==> src/rtl/mem_arbiter_pkg.sv <==
// rtl/mem_arbiter_pkg.sv - shared types and constants for the two-port memory arbiter
package mem_arbiter_pkg;

  localparam int AW_DEF         = 16;
  localparam int DW_DEF         = 16;
  localparam int ADDR_LIMIT_DEF = 4096;

  localparam logic PORT_CPU = 1'b0;
  localparam logic PORT_DMA = 1'b1;

  typedef enum logic [1:0] {
    IDLE   = 2'd0,
    ACCESS = 2'd1,
    RESP   = 2'd2
  } state_t;

endpackage

==> src/rtl/mem_arbiter_pick.sv <==
// rtl/mem_arbiter_pick.sv - combinational winner selection for mem_arbiter
// MEMARB_RR_EN: ties go to the port that did not win last (round-robin); otherwise port 0 wins.
import mem_arbiter_pkg::*;

module mem_arbiter_pick (
  input  logic [1:0] req,
  input  logic       owner,
  input  logic       last,
  input  logic       lock_q,
  output logic       valid,
  output logic       grant
);

  always_comb begin
    valid = |req;
    grant = PORT_CPU;
    // A held lock only keeps ownership while the owner is still asking.
    if (lock_q && req[owner]) begin
      grant = owner;
    end else if (req == 2'b11) begin
`ifdef MEMARB_RR_EN
      grant = ~last;
`else
      grant = PORT_CPU;
`endif
    end else if (req[1]) begin
      grant = PORT_DMA;
    end
  end

`ifndef MEMARB_RR_EN
  logic unused_last;
  assign unused_last = last;
`endif

endmodule

==> src/rtl/mem_arbiter.sv <==
// rtl/mem_arbiter.sv - shares one async-read word memory between CPU (port 0) and loader/DMA (port 1)
// Build option MEMARB_RR_EN selects round-robin tie breaking inside mem_arbiter_pick.
import mem_arbiter_pkg::*;

module mem_arbiter #(
  parameter int AW         = AW_DEF,
  parameter int DW         = DW_DEF,
  parameter int ADDR_LIMIT = ADDR_LIMIT_DEF
) (
  input  logic          clk,
  input  logic          reset,
  input  logic          req0,
  input  logic          req1,
  input  logic          we0,
  input  logic          we1,
  input  logic          lock0,
  input  logic          lock1,
  input  logic [AW-1:0] addr0,
  input  logic [AW-1:0] addr1,
  input  logic [DW-1:0] wdata0,
  input  logic [DW-1:0] wdata1,
  output logic          ack0,
  output logic          ack1,
  output logic          err,
  output logic [DW-1:0] rdata,
  output logic          busy,
  output logic          owner,
  output logic [AW-1:0] mem_addr,
  output logic [DW-1:0] mem_wdata,
  output logic          mem_rw,
  input  logic [DW-1:0] mem_rdata
);

  localparam logic [AW:0] LIMIT = (AW+1)'(ADDR_LIMIT);

  state_t        state;
  logic          lock_q;
  logic          last_q;
  logic          grant_valid;
  logic          grant;
  logic          cur_we;
  logic          cur_lock;
  logic          in_range;
  logic [1:0]    req_vec;

  assign req_vec   = {req1, req0};
  assign mem_addr  = owner ? addr1 : addr0;
  assign mem_wdata = owner ? wdata1 : wdata0;
  assign cur_we    = owner ? we1 : we0;
  assign cur_lock  = owner ? lock1 : lock0;
  assign in_range  = {1'b0, mem_addr} < LIMIT;
  assign busy      = (state != IDLE);
  // Gated by reset so an access interrupted by reset never commits its write.
  assign mem_rw    = (state == ACCESS) && cur_we && in_range && !reset;

  mem_arbiter_pick u_pick (
    .req    (req_vec),
    .owner  (owner),
    .last   (last_q),
    .lock_q (lock_q),
    .valid  (grant_valid),
    .grant  (grant)
  );

  always_ff @(posedge clk) begin
    if (reset) begin
      state  <= IDLE;
      ack0   <= 1'b0;
      ack1   <= 1'b0;
      err    <= 1'b0;
      rdata  <= '0;
      owner  <= PORT_CPU;
      lock_q <= 1'b0;
      last_q <= PORT_DMA;
    end else begin
      case (state)
        IDLE: begin
          if (lock_q && !req_vec[owner]) lock_q <= 1'b0;
          if (grant_valid) begin
            owner  <= grant;
            last_q <= grant;
            state  <= ACCESS;
          end
        end
        ACCESS: begin
          rdata  <= in_range ? mem_rdata : '0;
          ack0   <= (owner == PORT_CPU);
          ack1   <= (owner == PORT_DMA);
          err    <= !in_range;
          lock_q <= cur_lock;
          state  <= RESP;
        end
        RESP: begin
          ack0  <= 1'b0;
          ack1  <= 1'b0;
          err   <= 1'b0;
          state <= IDLE;
        end
        default: state <= IDLE;
      endcase
    end
  end

  // The granted requester must hold its request and payload from grant through access.
  a_payload_stable: assert property (@(posedge clk) disable iff (reset)
    (state == ACCESS) |->
      (owner ? ($past(req1) && req1 && $past(we1) == we1 && $past(addr1) == addr1 && $past(wdata1) == wdata1)
             : ($past(req0) && req0 && $past(we0) == we0 && $past(addr0) == addr0 && $past(wdata0) == wdata0)));

  a_ack_onehot: assert property (@(posedge clk) !(ack0 && ack1));

endmodule
==> config.mk <==
export PLATFORM = sky130hd
export DESIGN_NAME = mem_arbiter
export DESIGN_NICKNAME = d
export VERILOG_FILES = /design/src/rtl/mem_arbiter_pkg.sv /design/src/rtl/mem_arbiter_pick.sv /design/src/rtl/mem_arbiter.sv
export SDC_FILE = /design/constraint.sdc
export NUM_CORES = 1
export LEC_CHECK = 0
export ABC_AREA = 1
export CORE_ASPECT_RATIO = 1.2
export CORE_MARGIN = 4
export CORE_UTILIZATION = 34
export CTS_CLUSTER_DIAMETER = 150
export DETAILED_ROUTE_END_ITERATION = 6
export GPL_ROUTABILITY_DRIVEN = 0
export HOLD_SLACK_MARGIN = 0.08
export PLACE_DENSITY_LB_ADDON = 0.1
export SYNTH_ARGS = -nofsm -noshare
export SYNTH_HDL_FRONTEND = slang
export SYNTH_HIERARCHICAL = 1
export SYNTH_SLANG_ARGS = --single-unit
==> constraint.sdc <==
create_clock -name clk -period 2.55 [get_ports clk]
set_input_delay 0.255 -clock clk [delete_from_list [all_inputs] [get_ports clk]]
set_output_delay 0.255 -clock clk [all_outputs]
set_load 0.005 [all_outputs]
-- Yosys cells after proc, flatten, opt, wreduce, memory -nomap -nowiden
Cells that the tools add are included.
- bits in registers: 23
- bits in latches: 0
- memory bits (writable): 0
- bits in read-only memories: 0
- input bits: 88
- output and inout bits: 54
- logic and storage cells: 47
- memories kept: 0
- add/sub/neg operators: 0
- multiply operators: 0
- divide/modulo/power cells: 0
- $lt $le $gt $ge: 2
- eq/ne operators: 5
- shift-type cells: 0
- mux-type cells: 16
- bitwise operators: 2
- reduce and logical (&&, ||, !) cells: 15
- operator list (operator ; number):
    $mux 16 ; 3
    $lt 16x13->1 const B ; 1
    $pmux 1 s2 ; 4
    $mux 1 ; 7
    $reduce_bool 2->1 ; 3
    $logic_and 1x1->1 ; 5
    $eq 2x2->1 const B ; 2
    $ne 2x2->1 const B ; 2
    $pmux 2 s2 ; 1
    $logic_not 1->1 ; 3
    $reduce_and 3->1 ; 1
    $eq 2x1->1 const B ; 1
    $logic_not 2->1 ; 1
    $lt 1x2->1 const B ; 1
    $mux 2 ; 1
    $not 1->1 ; 2
    $reduce_and 2->1 ; 1
    $reduce_or 2->1 ; 1

-- Depth between registers and ports, before layout
Gate-level depths: netlist (run 1).
- depth in word-level cells: 6
- mapped depth: 7
- gate-level depth less buffers: 7

-- By module
Netlist (run 1), hierarchy kept.
- by module, submodules not included (module ; times used ; cells an instance ; area each (µm²) ; sequential area each (µm²)):
    mem_arbiter ; 1 ; 231 ; 1551.5 ; 480.5
    mem_arbiter_pick ; 1 ; 4 ; 18.8 ; 0.0

-- Worst setup path before layout (run 1)
Ideal clock, no wire load.
- kind: reg2reg
- start: register state[1]
- end: register rdata[0]
- setup time: 0.137 ns
- arrival: 1.190 ns
- required time: 2.413 ns
- slack: 1.222 ns
- stages on the path, launching flop included: 5
- buffers on the path: 1
- period minus slack after synthesis: 1.328 ns
- cell sequence: dfxtp_1 -> inv_1 -> ha_1 -> buf_1 -> a21oi_2
- word-level cells in the longest chain between the ends: 1
- ends and longest elaborated chain (element ; line ; text):
    start, declared ; mem_arbiter.sv:36 ; state_t state;
    start signal, assigned ; mem_arbiter.sv:67 ; state <= IDLE;
    start signal, assigned ; mem_arbiter.sv:82 ; state <= ACCESS;
    start signal, assigned ; mem_arbiter.sv:91 ; state <= RESP;
    $eq 2x1->1 ; mem_arbiter.sv:76 ; case (state)
    end signal, assigned ; mem_arbiter.sv:86 ; rdata <= in_range ? mem_rdata : '0;
    end, declared ; mem_arbiter.sv:25 ; output logic [DW-1:0] rdata,
Every way passes these cells.
A chain may end at the register's enable or synchronous reset.

-- Worst setup path in the final report (run 1)
- start: register owner
- end: output mem_rw
- word-level cells in the longest chain between the ends: 4
- elaborated cells between the ends (all ways): 6
- classes of those cells: 1 x order compare; 2 x mux; 3 x reduce/logical
- ends and longest elaborated chain (element ; line ; text):
    start, declared ; mem_arbiter.sv:27 ; output logic owner,
    start signal, assigned ; mem_arbiter.sv:80 ; owner <= grant;
    $mux 16 or $mux 1 (tied branches) ; mem_arbiter.sv:47, mem_arbiter.sv:49 ;
    $lt 16x13->1 or $logic_and 1x1->1 (tied branches) ; mem_arbiter.sv:51, mem_arbiter.sv:54 ;
    $logic_and 1x1->1 (*) (2 in series) ; mem_arbiter.sv:54 ; assign mem_rw = (state == ACCESS) && cur_we && in_range && !reset;
    end, declared ; mem_arbiter.sv:30 ; output logic mem_rw,
Mark *: on every way between the ends. The rest lies on a longest branch, timed or not.

==> results of run 1 <==
-- stage by stage --
step,instances,hold slack [ns],utilization,total power [uW]
CTS,425,0.4671,0.7007,1265
global route,425,0.5136,0.7007,1342
detailed placement,421,0.4541,0.6900,1042
global placement,421,0.4552,0.6900,1031
floorplan,232,0.3241,-,677.5
finish,425,0.4647,0.7007,1248
-- routing by layer --
layer / vias to the layer above / GRT usage / routed length (um) / share of wire
met5: - / 0 / 0 / 0
met3: 9 / 0.04162 / 510 / 0.085
met4: 0 / 0.06836 / 110 / 0.018
met2: 105 / 0.3826 / 2901 / 0.49
met1: 849 / 0.2386 / 2443 / 0.41
li1: 1017 / - / - / -
-- registers in the layout (all words and copies together), names as in the netlist --
register,count
state,2
ack1,1
lock_q,1
err,1
owner,1
rdata,16
ack0,1
-- final cells by class --
cell class / instances / area [sq um] / area share
well taps: 56 / 70.07 / 0.02311
inverters: 8 / 30.03 / 0.009905
multi-input cells: 187 / 968.4 / 0.3194
clock inverters: 1 / 5.005 / 0.001651
repair buffers: 147 / 1456 / 0.4804
flip-flops and latches: 23 / 460.4 / 0.1519
clock buffers: 3 / 41.29 / 0.01362
-- power groups by stage --
stage | logic, uW | registers (uW) | clock network (uW)
floorplan | 234 | 443 | 0
global placement | 593 | 438 | 0
detailed placement | 602 | 440 | 0
CTS | 605 | 432 | 229
global route | 652 | 438 | 251
finish | 596 | 431 | 221
-- final timing paths --
| path | endpoint | slack, ns |
|---|---|---|
| max | mem_rw | 0.40 |
| min reg2reg | ack0 | 0.46 |
| min | ack0 | 0.46 |
| max reg2reg | rdata[12] | 1.11 |
-- critical path, stage by stage (launching register included) --
cell and delay, ns:
dfxtp_1 0.36, inv_2 0.17, nand2_1 0.12, nand2_2 0.10, nor2_8 0.12, nand2_1 0.11, nor2_1 0.12, clkdlybuf4s50_1 0.52
-- cell usage in the layout (no fill, tap or decap) --
master / n
clkdlybuf4s50_1: 141
nand2_1: 102
dfxtp_1: 23
o21ai_0: 19
a21oi_1: 13
nand3_2: 10
a21oi_2: 10
nor2_1: 7
nand3_1: 7
inv_1: 6
buf_4: 6
nand2_2: 5
ha_1: 4
clkbuf_8: 3
inv_2: 2
nor2_8: 2
o21ai_1: 2
nand2_4: 1
nor3_1: 1
a2bb2oi_1: 1
nand4_1: 1
o21bai_1: 1
clkinv_2: 1
or2_1: 1
==> results.cfg, run 1 <==
[route]
drt_iter0_drc = 70
vias_per_cell = 4.659
first_pass_iters = 4
wl_mm = 5.965
wire_per_inst_um = 14.04
ant_nets = 0
vias = 1980
drc = 0

[worst_hold_path]
hold_class = register to register
min-delay-start = ack0
hold_path_depth = 2

[setup_path]
critPathMaxFanout = 21
cp.required_ns = 2.30
cp-startpoint = owner
end_kind = output pin
r2r_cells = 7
r2r_start = owner
crit_type = register to output pin
critPathArrivalTime_ns = 1.89
worstSetupStartpointType = register

[cts]
path_clk_slew_ns = 0.08
numCtsBuffers = 3
htreeDepth = 1
clkSinkCount = 23
clock_latency_ns = 0.26
cts_tree = yes
post_cts_buffers = 0
holdBufCountCts = 0
cts-root-buf = clkbuf_8
post_cts_resize_count = 0
cts_buffer_depth = 2

[place]
io_buffer_count = 141
dpl.hpwl_mm = 4.891
placed_area_sq_mm = 0.002985
place_worst_setup_slack_ns = 0.5706

[job]
cap_violations = 0

[layout]
fin_nets = 462
diodes = 0
drive_gt1_frac = 0.1084
postLayoutCellArea_sq_mm = 0.003032
filler_cell_count = 405
area_delta_synth_final_pct = 96.67

[timing]
period_needed_ns = 2.145
slew_headroom = 0.7623
rsz0062_at_grt = no
fmax_mhz = 466.2
final_hold_viol_count = 0
fin_skew_ns = 0.004070
fin_crit_sh = 0.8412
drv_slew = 0
tightest_slew_ns = 0.3561
fin_setup_tns_ns = 0
worst_slack_ns = 0.4050
setup_viol = 0

[logic_synthesis]
synth_cells = 232
synth.cell_area_sq_mm = 0.001541
synth_nets = 324
avgSynthCellArea_sq_um = 6.644
yosys_warnings = 6

[power]
p_sw_uw = 378.5
p_sw_frac = 0.3033
pwr-share-seq = 0.346
p_comb_frac = 0.478
ir_drop_uv = 428.3
power_density_mw_per_mm2 = 411.7
clockPowerShare = 0.177
internal-power_uw = 869.5
leakage_uw = 0.001253

[floorplanning]
die_x_um = 69.47
start_util = 0.3563
ioPinCount = 142
core_sq_mm = 0.004327
rows = 26
fp.dieH_um = 81.76
dieArea_sq_mm = 0.005679

[grt]
grt_overflow = 0
grt_max_degree = 34
antenna_found_initial = 0
grt_pass1_wl_mm = 9.432
grtUsageTotal = 0.2066
grt_pass1_vias = 1811

[run_status]
status = completed
(Power assumes the default switching activity.)
==> run 2, diff against run 1 <==
--- a/config.mk
+++ b/config.mk
@@ -8,7 +8,7 @@
 export ABC_AREA = 1
 export CORE_ASPECT_RATIO = 1.2
 export CORE_MARGIN = 4
-export CORE_UTILIZATION = 34
+export CORE_UTILIZATION = 28
 export CTS_CLUSTER_DIAMETER = 150
 export DETAILED_ROUTE_END_ITERATION = 6
 export GPL_ROUTABILITY_DRIVEN = 0
==> constraint.sdc (replaced) <==
create_clock -name clk -period 1.8 [get_ports clk]
set_input_delay 0.18 -clock clk [delete_from_list [all_inputs] [get_ports clk]]
set_output_delay 0.18 -clock clk [all_outputs]
set_load 0.005 [all_outputs]
==> results.cfg, run 2 (same netlist as run 1, synthesis figures left out) <==
[grt]
grtUsageTotal = 0.1559
grt_overflow = 0
antenna_found_initial = 0
grt_pass1_vias = 1660
grt_pass1_wl_mm = 8.273
grt_max_degree = 34

[timing]
drv_slew = 0
slew_headroom = 0.7695
fin_crit_sh = 0.9652
tightest_slew_ns = 0.3457
fin_hold_ws_ns = 0.4629
fin_skew_ns = 0.004167
final_hold_viol_count = 0
setup_viol = 0
worst_slack_ns = 0.06263
fmax_mhz = 575.6
period_needed_ns = 1.737
fin_setup_tns_ns = 0

[setup_path]
end_kind = output pin
slowest_delay_ns = 0.50
critPathMaxFanout = 8
cp_cell_sequence = buf_8 > nand2_2 > nand2_4 > buf_4 > clkdlybuf4s50_1
crit_type = register to output pin
cp.required_ns = 1.62
worstSetupStartpointType = register
critPathArrivalTime_ns = 1.56
cpMaxStageDelayCell = clkdlybuf4s50_1

[layout]
filler_cell_count = 483
layout_common_cells = clkdlybuf4s50_1, nand2_1, dfxtp_1, o21ai_0, a21oi_1
area_delta_synth_final_pct = 103.7
largest_reg_flops = 16
drive_gt1_frac = 0.1300
fin_nets = 470
top_register = rdata
layout.cells.non_filler = 439
layout_commonest_cell = clkdlybuf4s50_1
top_regs = rdata: 16 flops, state: 2 flops
postLayoutCellArea_sq_mm = 0.003139
diodes = 0

[floorplanning]
die_x_um = 75.73
ioPinCount = 142
fp.dieH_um = 89.28
dieArea_sq_mm = 0.006761
start_util = 0.2910
rows = 29
core_sq_mm = 0.005298

[route]
vias_per_cell = 4.412
wl_mm = 5.944
first_pass_iters = 4
drt_iter0_drc = 44
wire_per_inst_um = 13.54
drc = 0
ant_nets = 0
vias = 1937

[power]
leakage_uw = 0.001309
p_sw_frac = 0.3061
p_sw_uw = 553.4
power_density_mw_per_mm2 = 575.8
ir_drop_uv = 673.3
clockPowerShare = 0.181
p_comb_frac = 0.480
internal-power_uw = 1254
pwr-share-seq = 0.339

[cts]
numCtsBuffers = 3
clkSinkCount = 23
clock_latency_ns = 0.26
htreeDepth = 1
cts_buffer_depth = 2
cts_tree = yes
holdBufCountCts = 0
cts-root-buf = clkbuf_8
path_clk_slew_ns = 0.08

[place]
placed_area_sq_mm = 0.003030
dp_cells = 432
io_buffer_count = 141
place_worst_setup_slack_ns = -0.02702
dpl.hpwl_mm = 4.767

[job]
cap_violations = 0

[run_status]
status = completed

[worst_hold_path]
hold_class = register to register
==> run 2: cell count changes in the layout (fill, tap and decap cells not counted), sizes merged <==
cell	before	now
clkinvlp	0	1
dlygate4sd2	0	2
clkdlybuf4s50	141	139
clkinv	1	0
buf	6	14
==> run 2: critical path, delay by kind of cell, from the launching register on <==
kind                   cells  cell delay (ns)
buffers and inverters      3             0.74
DFF                        1             0.40
and+or+nand+nor            2             0.15
==> run 2: repair_timing <==
item	in CTS	in global routing
gates resized for setup	7	7
setup endpoints to repair	17	11
hold endpoints to repair	0	0
setup buffers	0	3
==> run 2: metrics by stage <==
stage | total power, uW | utilization
floorplan | 959.8 | -
global placement | 1482 | 0.5720
detailed placement | 1488 | 0.5720
CTS | 1818 | 0.5836
global route | 1934 | 0.5926
finish | 1808 | 0.5926
==> run 2: area by class of cell <==
type | instances | area (sq um) | share of cell area
repair buffers | 155 | 1545 | 0.4922
multi-input cells | 187 | 968.4 | 0.3085
flip-flops and latches | 23 | 464.2 | 0.1479
well taps | 62 | 77.57 | 0.02471
clock buffers | 3 | 41.29 | 0.01315
inverters | 8 | 35.03 | 0.01116
clock inverters | 1 | 7.507 | 0.002391
==> run 2: routing by layer <==
metal  up-vias  GRT usage  part of all wire
li1       1038          -                 -
met4         0    0.03816             0.011
met5         -          0                 0
met1       809     0.1972              0.40
met2        86     0.2639              0.47
met3         4    0.03825              0.12
==> run 2: final timing paths <==
| path | slack [ns] | endpoint | start | depth (start not counted) |
|---|---|---|---|---|
| worst max-delay path | 0.06 | mem_addr[13] | owner | 5 |
| worst min-delay path | 0.46 | err | err | 2 |
| worst max register to register | 0.45 | rdata[9] | owner | 7 |
| worst min register to register | 0.46 | err | err | 2 |
==> run 2: power by group through the flow <==
| stage | registers, uW | logic (uW) | clock network, uW |
|---|---|---|---|
| final | 613 | 867 | 328 |
| after global routing | 620 | 954 | 360 |
| after CTS | 614 | 868 | 337 |
| after floorplan | 628 | 332 | 0 |
| after global placement | 623 | 859 | 0 |
| after detailed placement | 624 | 864 | 0 |
==> run 3, diff against run 2 <==
--- a/config.mk
+++ b/config.mk
@@ -6,7 +6,7 @@
 export NUM_CORES = 1
 export LEC_CHECK = 0
 export ABC_AREA = 1
-export CORE_ASPECT_RATIO = 1.2
+export CORE_ASPECT_RATIO = 1.75
 export CORE_MARGIN = 4
 export CORE_UTILIZATION = 28
 export CTS_CLUSTER_DIAMETER = 150
@@ -16,5 +16,4 @@
 export PLACE_DENSITY_LB_ADDON = 0.1
 export SYNTH_ARGS = -nofsm -noshare
 export SYNTH_HDL_FRONTEND = slang
-export SYNTH_HIERARCHICAL = 1
 export SYNTH_SLANG_ARGS = --single-unit
==> results.cfg, run 3 <==
[logic_synthesis]
ys_ff_latch = 23
synth_compound_area_frac = 0.1578
muxShareOfSynthArea = 0.006472
synthAdderAreaFrac = 0.02427
yosysUniqueCellTypes = 24
synth_ff_type = dfxtp_1
yosys.area_share.simple = 0.4385
synth_nets = 319
synth_common_cells = nand2_1, dfxtp_1, o21ai_0
synth_edf_count = 0
yosys.area.top_type = dfxtp_1
synth_top_area_frac = 0.2977
synthTopCellsByArea = dfxtp_1, nand2_1, nand3_2
synth_top_family_by_area = simple AND/OR/NAND/NOR gates
yosysMostFrequentCell = nand2_1
synth.cell_area_sq_mm = 0.001546
yosysSeqAreaShare = 0.2977
synth_xor_xnor_area_share = 0
yosys_warnings = 0
synth-async-reset-ratio = 0
synth_cells = 228
avgSynthCellArea_sq_um = 6.783

[route]
wire_per_inst_um = 13.45
first_pass_iters = 3
vias = 1976
ant_nets = 0
wl_mm = 5.998
drc = 0
vias_per_cell = 4.430
drt_iter0_drc = 85

[power]
power_density_mw_per_mm2 = 622.1
p_sw_frac = 0.3181
p_sw_uw = 623.1
pwr-share-seq = 0.306
p_comb_frac = 0.532
clockPowerShare = 0.162
ir_drop_uv = 506.7
internal-power_uw = 1336
leakage_uw = 0.001320

[timing]
rsz0062_at_grt = yes
final_hold_viol_count = 0
fmax_mhz = 571.8
fin_skew_ns = 0.001911
slew_headroom = 0.7581
fin_setup_tns_ns = 0
period_needed_ns = 1.749
fin_crit_sh = 0.9716
drv_slew = 0
setup_viol = 0
tightest_slew_ns = 0.3628

[setup_path]
cp.required_ns = 1.62
critPathMaxFanout = 18
crit_type = register to output pin
worstSetupStartpointType = register
end_kind = output pin
critPathArrivalTime_ns = 1.57

[floorplanning]
die_x_um = 64.18
start_util = 0.2919
fp.dieH_um = 106.3
ioPinCount = 142
core_sq_mm = 0.005299
dieArea_sq_mm = 0.006823
rows = 35

[grt]
grt_pass1_wl_mm = 9.356
grt_max_degree = 36
antenna_found_initial = 0
grt_pass1_vias = 1824
grtUsageTotal = 0.1700
grt_overflow = 0

[cts]
path_clk_slew_ns = 0.08
clkSinkCount = 23
cts_tree = yes
numCtsBuffers = 3
cts-root-buf = clkbuf_8
cts_buffer_depth = 2
clock_latency_ns = 0.26
htreeDepth = 1

[layout]
multiInputGateArea_sq_um = 969.7
area_delta_synth_final_pct = 103.6
top_register = rdata
fin_nets = 464
top_regs = rdata: 16 flops, state: 2 flops
layout_common_cells = clkdlybuf4s50_1, nand2_1, dfxtp_1, o21ai_0, a21oi_1
largest_reg_flops = 16
utilization = 0.5943
ff_latch_area_sq_um = 461.7
layout_commonest_cell = clkdlybuf4s50_1
filler_cell_count = 502
diodes = 0
drive_gt1_frac = 0.1425

[place]
io_buffer_count = 141
dpl.hpwl_mm = 4.883

[run_status]
status = completed

[worst_hold_path]
hold_class = register to register

[job]
cap_violations = 0
## run 3: through the flow
stage,setup slack [ns],std cells,total power [uW],hold slack (ns),instance area (sq um)
global route,-0.02737,446,2103,0.4816,3149
detailed placement,-0.03037,440,1629,0.4506,3043
CTS,0.01291,444,1966,0.4636,3104
global placement,-0.009115,440,1618,0.4555,3043
floorplan,0.4358,228,1038,0.2491,1546
finish,0.05115,446,1959,0.4612,3149
## run 3: cells by family after synthesis
| family | count (synthesis) |
|---|---|
| DFF | 23 |
| and+or+nand+nor | 140 |
| AOI/OAI and AO/OA | 40 |
| buffers and inverters | 21 |
| adders and majority gates | 3 |
| muxes | 1 |
## run 3: critical path: stages (launching register included)
cell and delay (ns):
dfxtp_2 0.34, inv_2 0.14, buf_12 0.17, nand2_1 0.06, nand2_1 0.05, clkdlybuf4s50_1 0.54
## run 3: final timing paths
| kind | startpoint | end | slack [ns] | depth (start not counted) |
|---|---|---|---|---|
| setup reg to reg | state[0] | owner | 0.50 | 8 |
| setup / recovery | owner | mem_addr[0] | 0.05 | 5 |
| hold / removal | ack0 | ack0 | 0.46 | 2 |
| hold reg to reg | ack0 | ack0 | 0.46 | 2 |
## run 3: power by group through the flow
stage                     clock network [uW]  registers [uW]  logic [uW]
after floorplan                            0             614         425
after global placement                     0             609        1010
after detailed placement                   0             610        1020
after CTS                                334             600        1030
after global routing                     348             608        1150
final                                    317             599        1040
## run 3: layout make-up
type,count,area share
Sequential cell,23,0.1466
Tap cell,74,0.02940
Multi-Input combinational cell,184,0.3079
Timing Repair Buffer,154,0.4930
Inverter,7,0.008343
Clock buffer,3,0.01311
Clock inverter,1,0.001589
## run 3: repair_timing
action,CTS,global route
setup buffers,0,1
endpoints found under the hold margin,0,0
hold buffers,0,0
setup endpoints to repair,14,21
gates resized for setup,6,4
cloned,0,1
## run 3: metal layers
layer  global-route usage  share of wire
met3              0.02854          0.080
met1               0.1955           0.38
met5                    0              0
met2               0.3087           0.52
met4              0.06051          0.020
==> variant 1 (flow settings as in run 3) <==
Reset style: asynchronous (`reset`), changed in one clocked block.
--- a/src/rtl/mem_arbiter.sv
+++ b/src/rtl/mem_arbiter.sv
@@ -63,5 +63,5 @@
   );
 
-  always_ff @(posedge clk) begin
+  always_ff @(posedge clk or posedge reset) begin
     if (reset) begin
       state  <= IDLE;
Function: differs if reset is asserted again (counterexample within 4 cycles, from zero or initial values and one cycle with reset high); with reset held inactive, the same outputs for 10 cycles.
==> variant 1 against run 3 <==
Cell count grew 4.5%; setup slack improved by 0.031 ns; sequential cell count is the same; synthesized area rose by 2.9%; count of clock-buffer cells in the layout unchanged; via count grew 0.15%; cell area increased by 3.0%; routed wire length shrank 5.7%; first-iteration DRC count down 29%; core utilization down 0.90 points; highest routed layer unchanged.
Power is not compared: it rests on default switching activity, and its combinational part moved more than twofold at a synthesized area within 25%.
==> variant 1: results <==
group,metric,value,unit
outcome,outcome,"complete, no violations",
worst_setup_path,cp_slowest_stage_delay,0.49,ns
logic_synthesis,synthMuxAreaShare,0,%
worst_hold_path,min_path_type,"input pin to async pin",
cts,cts_buffers,3,
worst_setup_path,cp-start-kind,"flop",
logic_synthesis,ys_async_sr_fraction,100.0,%
worst_setup_path,r2r_end,"rdata[7]$_DFFE_PP0P_",
cts,cts-root-buf,"clkbuf_8",
worst_setup_path,arrival,1.54,ns
place,numPortBuffers,141,
global_routing,gr-total-overflow,0,
worst_setup_path,rrSetupSlack,0.49,ns
logic_synthesis,synth.avg_cell_area,6.631,um^2
global_routing,track_usage,16.54,%
place,dp.cells,456,
place,placed_area,3136,um^2
sta,fin_ws,0.08205,ns
route,via_count,1979,
logic_synthesis,netlist_top_cells_count,"nand2_1 (148), dfrtp_1 (23), nand3b_1 (16), nand2_2 (7)",
route,drt_iter0_markers,60,
sta,fin_worst_skew,0.001940,ns
finish,drive_gt1_share,9.744,%
finish,layout.cells.non_filler,466,
worst_setup_path,r2r_cells,7,
logic_synthesis,synth_compound_area_share,4.245,%
logic_synthesis,ys_types,21,
global_routing,grt_pass1_wl,9.218,mm
finish,final_nets,482,
worst_setup_path,r2r_start,"owner$_DFFE_PP0P_",
worst_setup_path,worstSetupEndpoint,"mem_wdata[2]",
global_routing,grt_max_degree,24,
place,dp_slack,0.05458,ns
route,routedWlPerCell,12.14,um
route,drt_first_pass_iters,4,
logic_synthesis,synth_ff_type,"dfrtp_1",
logic_synthesis,synthAdderAreaFrac,2.358,%
finish,antenna_cells,0,
worst_setup_path,cp_max_fo,9,
place,hpwlAfterDp,4.693,mm
worst_setup_path,cp_slowest_cell,"clkdlybuf4s50_1",
sta,relSlewSlack,84.05,%
logic_synthesis,synth.area.top_cells,"dfrtp_1 (36%), nand2_1 (35%), nand3b_1 (7.5%), nand2_2 (2.8%), nor2_8 (2.5%)",
logic_synthesis,seq_area_frac_synth,36.16,%
cts,clkLatencyLatePin,0.26,ns
logic_synthesis,synth_fp_nets,331,
==> variant 1: changes by cell type after synthesis, moves of 6 or more <==
cell,change
dfrtp_1,+23
nand3_1,-9
dfxtp_1,-23
a21oi_1,-9
nand3b_1,+16
nand3_2,-10
a21oi_2,-10
nand2_1,+45
o21ai_1,+6
o21ai_0,-17
==> variant 1: power breakdown <==
part	switching [mW]	internal (mW)	total, mW	leakage, nW
clock	0.156	0.154	0.310	0.0255
sequential	0.103	0.689	0.792	0.307
combinational	1.30	1.45	2.76	1.33
total	1.56	2.30	3.86	1.66
==> variant 1: worst min-delay path by stage <==
stage | start | end | slack [ns]
2_1_floorplan | reset | ack0$_DFFE_PP0P_ | 0.18
3_3_place_gp | rdata[5]$_DFFE_PP0P_ | rdata[5]$_DFFE_PP0P_ | 0.46
3_5_place_dp | rdata[12]$_DFFE_PP0P_ | rdata[12]$_DFFE_PP0P_ | 0.46
4_1_cts | reset | rdata[6]$_DFFE_PP0P_ | 0.27
5_1_grt | reset | rdata[6]$_DFFE_PP0P_ | 0.31
6_report | reset | rdata[4]$_DFFE_PP0P_ | 0.27
==> variant 1: repair_timing <==
item / 4_1_cts / 5_1_grt
setup buffers: 3 / 3
pin swaps: 0 / 0
endpoints found under the setup margin: 32 / 12
gates resized for setup: 30 / 11
==> variant 1: worst max-delay path: cells and delay by family (launching register included) <==
kind          cells  cell delay (ns)
simple gates      2             0.10
flops             1             0.45
buf+inv           3             0.73
==> variant 1: kinds of logic (layout without fill, tap and decap cells) <==
kind of cell,count (synthesis),in the layout
DFF,23,23
and+or+nand+nor,181,181
adders and majority gates,3,3
AOI/OAI and AO/OA,12,12
buffers and inverters,21,171
==> variant 1: layout make-up <==
class                      instances  area, um^2
multi-input combinational        196       912.1
timing repair buffer             158        1574
clock buffer                       3       41.29
tap                               76       95.09
sequential                        23       576.8
clock inverter                     1       5.005
fill                             538        2297
inverter                           9       38.79
==> variant 1: layer usage <==
metal | GRT usage (%) | vias to the layer above | share of wire [%]
met5 | 0 | - | 0
met4 | 5.749 | 0 | 0.95
met3 | 6.479 | 2 | 12
met2 | 30.18 | 98 | 52
met1 | 16.62 | 844 | 34
li1 | - | 1035 | -
==> variant 2 (config.mk and constraints of run 3) <==
Made on the original files. The option `MEMARB_RR_EN` is turned on by a define.
--- a/src/rtl/mem_arbiter_pick.sv
+++ b/src/rtl/mem_arbiter_pick.sv
@@ -1,4 +1,6 @@
 // rtl/mem_arbiter_pick.sv - combinational winner selection for mem_arbiter
 // MEMARB_RR_EN: ties go to the port that did not win last (round-robin); otherwise port 0 wins.
+`define MEMARB_RR_EN
+
 import mem_arbiter_pkg::*;
 
Function: changed (a bounded check fails within 10 cycles, from zero or initial values and one cycle with reset high).
==> variant 2 against run 3 <==
First-iteration DRC count is 41% higher; power is 1.5% higher; setup slack better by 0.038 ns; sequential cell count rose by 1; cell area grew 3.2%; routed wire length rose by 2.2%; synthesized area increased by 2.6%; via count rose by 3.0%; clock power rose by 48%; critical endpoint unchanged; largest cell class unchanged; largest power group unchanged.
==> variant 2: results <==
group,metric,value,unit
finish,utilization,58.65,%
route,avgViaCountPerCell,4.414,
worst_setup_path,cp_max_fo,13,
logic_synthesis,seq_area_frac_synth,30.28,%
place,hpwlAfterDp,4.910,mm
logic_synthesis,synth_fp_nets,330,
pwr,power_leakage,1.395,nW
worst_hold_path,min_to,"err$_SDFFE_PP0P_",
global_routing,grt_pass1_vias,1941,
worst_setup_path,arrival,1.53,ns
logic_synthesis,yosysWarnings,0,
logic_synthesis,ys_types,25,
logic_synthesis,synth.area.top_cells,"dfxtp_1 (30%), nand2_1 (26%), nand3_2 (6.3%), a21oi_2 (5.5%), o21ai_0 (5.0%)",
global_routing,grt_pass1_wl,9.515,mm
route,via_count,2035,
worst_hold_path,hold_depth,2,
pwr,peakVddDrop,0.0005362,V
sta,fin_crit_sh,95.05,%
logic_synthesis,netlist_top_cells_count,"nand2_1 (109), dfxtp_1 (24), o21ai_0 (16), a21oi_1 (13)",
logic_synthesis,ys_async_sr_fraction,0,%
cts,cts_buffer_depth,2,
finish,top_regs,"rdata (16), state (2)",
worst_setup_path,rrSetupSlack,0.43,ns
cts,cts-root-buf,"clkbuf_8",
worst_setup_path,r2r_cells,8,
global_routing,grt_max_degree,36,
finish,antenna_cells,0,
cts,htreeDepth,1,
place,numPortBuffers,141,
outcome,outcome,"complete, no violations",
worst_setup_path,r2r_start,"owner$_SDFFE_PP0P_",
sta,relSlewSlack,75.29,%
worst_setup_path,cp_slowest_cell,"clkdlybuf4s50_1",
place,dp.cells,453,
cts,path_clk_slew,0.08,ns
cts,cts_buffers,3,
worst_setup_path,r2r_end,"rdata[13]$_SDFFE_PP0P_",
global_routing,track_usage,17.10,%
finish,fill_cells,544,
logic_synthesis,synthCells,239,
finish,drive_gt1_share,14.55,%
worst_hold_path,hp-start,"err$_SDFFE_PP0P_",
route,routedWlPerCell,13.30,um
worst_setup_path,cp_slowest_stage_delay,0.50,ns
worst_setup_path,crit_family,"buffers and inverters",
cts,clkLatencyLatePin,0.27,ns
worst_hold_path,min_path_type,"flop to flop",
sta,hold_slack,0.4740,ns
route,drt_first_pass_iters,4,
sta,fin_worst_skew,0.001883,ns
place,placed_area,3103,um^2
finish,final_nets,477,
global_routing,antenna_found_initial,0,
route,drt_iter0_markers,120,
place,dp_slack,-0.04437,ns
## variant 2: changes by cell type after synthesis, sizes merged, moves of 2 or more
cell / delta
inv: +2
a21oi: +2
o211ai: +2
nand2: +4
## variant 2: layout make-up
class,instances,area share (%)
multi-input cells,191,30.23
repair buffers,157,48.59
clock buffers,3,1.271
clock inverters,1,0.9241
inverters,9,1.117
well taps,76,2.926
flip-flops and latches,24,14.94
## variant 2: worst max path at each step
stage,start,end,cells after the start
finish,owner$_SDFFE_PP0P_,mem_addr[0],5
global route,owner$_SDFFE_PP0P_,mem_wdata[13],5
CTS,state[0]$_SDFFE_PP0P_,busy,4
detailed placement,addr0[13],mem_rw,7
global placement,addr0[13],mem_rw,7
floorplan,state[1]$_SDFFE_PP0P_,rdata[0]$_SDFFE_PP0P_,5
## variant 2: cell families (layout without fill, tap and decap cells)
group / Yosys count / in the layout / synth area share, %
simple gates: 144 / 144 / 42.43
compound gates: 44 / 44 / 16.96
flops: 24 / 24 / 30.28
buf+inv: 24 / 170 / 7.965
fa+ha+maj: 3 / 3 / 2.366
## variant 2: timing repair
item,CTS,global route
buffers inserted,4,0
gates resized for setup,7,12
endpoints found under the setup margin,24,23
gates cloned,0,1
## variant 2: report_power, final
part | switching (mW) | internal, mW | leakage (nW) | total, mW
sequential | 0.0306 | 0.590 | 0.199 | 0.621
clock | 0.172 | 0.297 | 0.0357 | 0.469
combinational | 0.362 | 0.537 | 1.16 | 0.900
total | 0.565 | 1.42 | 1.40 | 1.99
## variant 2: per-layer routing
| layer | vias to the layer above | global-route usage [%] | share of wire, % |
|---|---|---|---|
| li1 | 1057 | - | - |
| met1 | 876 | 19.50 | 39 |
| met2 | 97 | 29.45 | 48 |
| met3 | 5 | 6.374 | 12 |
| met4 | 0 | 4.539 | 1.1 |
| met5 | - | 0 | 0 |
